--- config.mk ---
export PLATFORM = sky130hd
export DESIGN_NAME = mul_16_seq
export DESIGN_NICKNAME = d
export VERILOG_FILES = /design/src/rtl/mul_16_seq.sv
export SDC_FILE = /design/constraint.sdc
export NUM_CORES = 1
export LEC_CHECK = 0
export BUFFER_PORTS_ARGS = -buffer_cell sky130_fd_sc_hd__buf_2
export CAP_MARGIN = 40
export CORE_ASPECT_RATIO = 2
export CORE_UTILIZATION = 25
export DETAILED_ROUTE_END_ITERATION = 12
export PLACE_DENSITY = 0.49
export SYNTH_ARGS = -nofsm -noshare
export SYNTH_HDL_FRONTEND = slang
export SYNTH_SLANG_ARGS = --single-unit
--- constraint.sdc ---
create_clock -name clk -period 2.3 [get_ports clk]
set_input_delay 0.115 -clock clk [delete_from_list [all_inputs] [get_ports clk]]
set_output_delay 0.115 -clock clk [all_outputs]
set_load 0.02 [all_outputs]
--- src/rtl/mul_16_seq.sv ---
// mul_16_seq: sequential 16x16 shift-and-add multiplier, product = (a*b) mod 2^16.
// Revision: 1.0
`default_nettype none

module mul_16_seq #(
  parameter bit EARLY_EXIT = 1'b0
) (
  input  logic        clk,
  input  logic        rst_n,
  input  logic        in_valid,
  output logic        in_ready,
  input  logic [15:0] a,
  input  logic [15:0] b,
  output logic        out_valid,
  input  logic        out_ready,
  output logic [15:0] product,
  output logic        busy
);

  typedef enum logic [1:0] {
    IDLE = 2'd0,
    RUN  = 2'd1,
    DONE = 2'd2
  } state_t;

  state_t      state, state_nx;
  logic [15:0] acc, mcand, mplier, sum;
  logic [4:0]  count;

  // Single shared adder; its carry-out is intentionally not kept.
  add_16 u_add (
    .a   (acc),
    .b   (mcand),
    .sum (sum)
  );

  always_ff @(posedge clk or negedge rst_n) begin
    if (!rst_n) state <= IDLE;
    else        state <= state_nx;
  end

  always_comb begin
    state_nx = state;
    case (state)
      IDLE: if (in_valid) state_nx = RUN;
      RUN: begin
        // Exit test uses the pre-shift mplier, so bit 1 upward is what remains.
        if (count == 5'd15 || (EARLY_EXIT && mplier[15:1] == 15'd0))
          state_nx = DONE;
      end
      DONE:    if (out_ready) state_nx = IDLE;
      default: state_nx = IDLE;
    endcase
  end

  always_ff @(posedge clk or negedge rst_n) begin
    if (!rst_n) begin
      acc    <= 16'd0;
      mcand  <= 16'd0;
      mplier <= 16'd0;
      count  <= 5'd0;
    end else begin
      case (state)
        IDLE: begin
          if (in_valid) begin
            acc    <= 16'd0;
            mcand  <= a;
            mplier <= b;
            count  <= 5'd0;
          end
        end
        RUN: begin
          if (mplier[0]) acc <= sum;
          mcand  <= {mcand[14:0], 1'b0};
          mplier <= {1'b0, mplier[15:1]};
          count  <= count + 5'd1;
        end
        default: ;
      endcase
    end
  end

  assign in_ready  = (state == IDLE);
  assign busy      = (state == RUN);
  assign out_valid = (state == DONE);
  assign product   = acc;

endmodule

// 16-bit wrapping adder used as the multiplier's accumulation datapath.
module add_16 (
  input  logic [15:0] a,
  input  logic [15:0] b,
  output logic [15:0] sum
);
  assign sum = a + b;
endmodule

`default_nettype wire
==> metrics.txt <==
status completed; Post-Syn Area per Cell 9.17 um2; final slew viol count 0; H-tree depth 2; Reg clk slew, reported paths roughly 0.08 ns; area of the core about 0.012 mm2; via total after detailed routing about 2,800; Pre-antenna DRT Iters 4; PD cells 1230 mW/mm2; Max Fclk 0.461 GHz; Post-synth ARST share 1.00; Final period util 0.944; min cycle time layout approximately 2.2 ns; Detailed Route WL a little under 9 mm; RSZ-0062 raised after global routing true; Post-synth EDFFs 0; sequential-to-total area share from yosys stat 0.439; Avg WL per Cell ~16 um; post-synthesis xor/xnor area fraction 0.0391; Layout fillers around 1,300; Synth Area in Compound Gates 0.272; number of top-level pins 55; Worst slew margin 0.533; worst slack at placement about 0.012 ns; Leakage ~1.8 nW; Vert. Die Dim around 160 um; Area Growth Syn to Fin 23.2%; Clock Skew slightly above 0.01 ns; adder-cell share of the synthesized area 0.0742; Critical Path AT about 2.3 ns; first-pass GRT wire length about 15 mm; vias in the first global route approximately 2,900; Final Hold Slack ~0.096 ns; final setup fails 0; num rows 57; Root Driver clkbuf_16; Synth Flop Type dfrtp_1; CTS tree yes; Clock Path Buffers 2; n_diodes 0; CP Launch Type flop; FF+latch count, synth 55; Initial Util 0.257; # DRC 0; initial antenna violation count 0; Synth Area in Simple Gates 0.138; full die area around 0.013 mm2; DP HPWL between 6 and 7 mm; Yosys Warn Count 0; WP data required between 2 and 2.5 ns; Hold Crit Class input port to flop; post-CTS repair timing setup buffer count 0; nature of the critical path endpoint flop; # clock sinks 55; layout cells sized above 1 0.238; initial drt markers about 130; GPL Wtd Cong ~0.82; Setup WS post-layout ~0.13 ns; crit-path max FO 3; Finished Layout Cells between 500 and 600; GR Overflow Total 0; largest family of logic cells by synthesized area compound AO/OA/AOI/OAI gates; post-synthesis cell area approximately 0.0031 mm2; die width roughly 80 um; placed cells about 540; Hold Vio Cnt, Final 0; CTS buffer count 5; Worst-Margin Slew ~0.7 ns; critical path class flop to flop; post-synthesis mux area share 0.00319; Post-Synthesis Cells 342; Max Cap Violations 0; Post-DRT Antenna Nets 0; worst ir drop on vdd 0.540 mV; Final nets 458; clk_lat worst skew 0.30 ns; Yosys cell types 41; Vias/cell a little over 5; GRT Total Usage 0.147; Mapped Nets a little under 400; pin count of the biggest net entering global routing 30; PortBufs 54
[metrics by stage]
stage,utilization,area (um2),setup TNS [ns],power [mW]
floorplan,-,3140,0,3.20
global placement,0.300,3660,0,3.88
detailed placement,0.300,3660,0,3.94
CTS,0.313,3820,0,4.74
global route,0.317,3860,-0.0104,5.15
finish,0.317,3860,0,4.75
[cells in the final DEF, fill, tap and decap left out, types with 2 or more instances in the layout]
cell / netlist / final
o311ai_1: 2 / 2
nor2_1: 6 / 6
a21oi_1: 33 / 32
a31oi_1: 2 / 2
nand2b_1: 4 / 3
buf_4: 0 / 19
o21ai_1: 13 / 13
o21ai_0: 40 / 40
nand3_1: 3 / 3
nand2_1: 41 / 40
inv_1: 10 / 10
buf_2: 0 / 54
nor2b_1: 23 / 23
ha_4: 0 / 2
dfrtp_1: 55 / 55
clkbuf_16: 0 / 5
a21oi_2: 1 / 2
a21o_1: 4 / 4
a22oi_1: 29 / 29
a22o_1: 4 / 4
xnor2_1: 5 / 5
ha_1: 17 / 13
ha_2: 0 / 2
xor2_1: 9 / 9
a32o_1: 2 / 2
[layer usage]
| metal | up-vias | GRT usage | share of wire |
|---|---|---|---|
| li1 | 1355 | - | - |
| met1 | 1367 | 0.158 | 0.37 |
| met2 | 45 | 0.276 | 0.58 |
| met3 | 14 | 0.0193 | 0.024 |
| met4 | 0 | 0.0609 | 0.026 |
| met5 | - | 0 | 0 |
[area by class of cell]
class,count,area [um2],share of cell area
flip-flops and latches,55,1380,0.356
repair buffers,74,423,0.109
multi-input cells,258,1700,0.440
inverters,10,37.5,0.00971
well taps,147,184,0.0476
clock inverters,1,5.00,0.00129
clock buffers,6,139,0.0359
[where the power goes]
part	internal [mW]	switching (mW)
sequential	1.34	0.359
combinational	0.957	1.31
clock	0.427	0.357
total	2.72	2.03
[what timing repair did]
| item | in CTS | in global routing |
|---|---|---|
| endpoints found under the setup margin | 0 | 4 |
| resized for setup | 0 | 9 |
| hold endpoints to repair | 27 | 0 |
| hold buffers | 1 | 0 |
[cells in the mapped netlist (2+ instances only)]
master / number / area (um2)
a21o_1: 4 / 30.0
a21oi_1: 33 / 165
a22o_1: 4 / 35.0
a22oi_1: 29 / 218
a31oi_1: 2 / 12.5
a32o_1: 2 / 20.0
buf_1: 4 / 15.0
clkbuf_1: 15 / 56.3
dfrtp_1: 55 / 1380
ha_1: 17 / 213
inv_1: 10 / 37.5
nand2_1: 41 / 154
nand2b_1: 4 / 25.0
nand3_1: 3 / 15.0
nor2_1: 6 / 22.5
nor2b_1: 23 / 144
o21ai_0: 40 / 200
o21ai_1: 13 / 65.1
o311ai_1: 2 / 17.5
o31ai_1: 2 / 15.0
xnor2_1: 5 / 43.8
xor2_1: 9 / 78.8
[kinds of logic after synthesis]
kind of cell	after synthesis
compound gates	138
xor+xnor	14
fa+ha+maj	18
buf+inv	29
flops	55
mux	1
simple gates	87
[flip-flops by register name (all words and copies together) (netlist names)]
name,cells
count,5
state,2
mplier,16
product,16
mcand,16
[critical path: stages, from the launching register on]
cell and delay, ns:
dfrtp_1 0.43, ha_4 0.26, a21o_1 0.19, and2_4 0.17, o311ai_1 0.27, buf_4 0.17, nand4b_1 0.09, a31oi_1 0.21
xor2_1 0.17, o21ai_1 0.08
[worst paths after layout]
| path | cells after the start | slack (ns) | endpoint | startpoint |
|---|---|---|---|---|
| hold / removal | 3 | 0.1 | mcand[11] | a[11] |
| max in group asynchronous | 3 | 1.20 | mcand[15] | rst_n |
| min in group asynchronous | 2 | 0.40 | product[11] | rst_n |
| setup reg to reg | 9 | 0.13 | product[14] | product[4] |
| hold reg to reg | 2 | 0.48 | mplier[5] | mplier[5] |
| setup / recovery | 9 | 0.13 | product[14] | product[4] |
(Power assumes the default switching activity.)
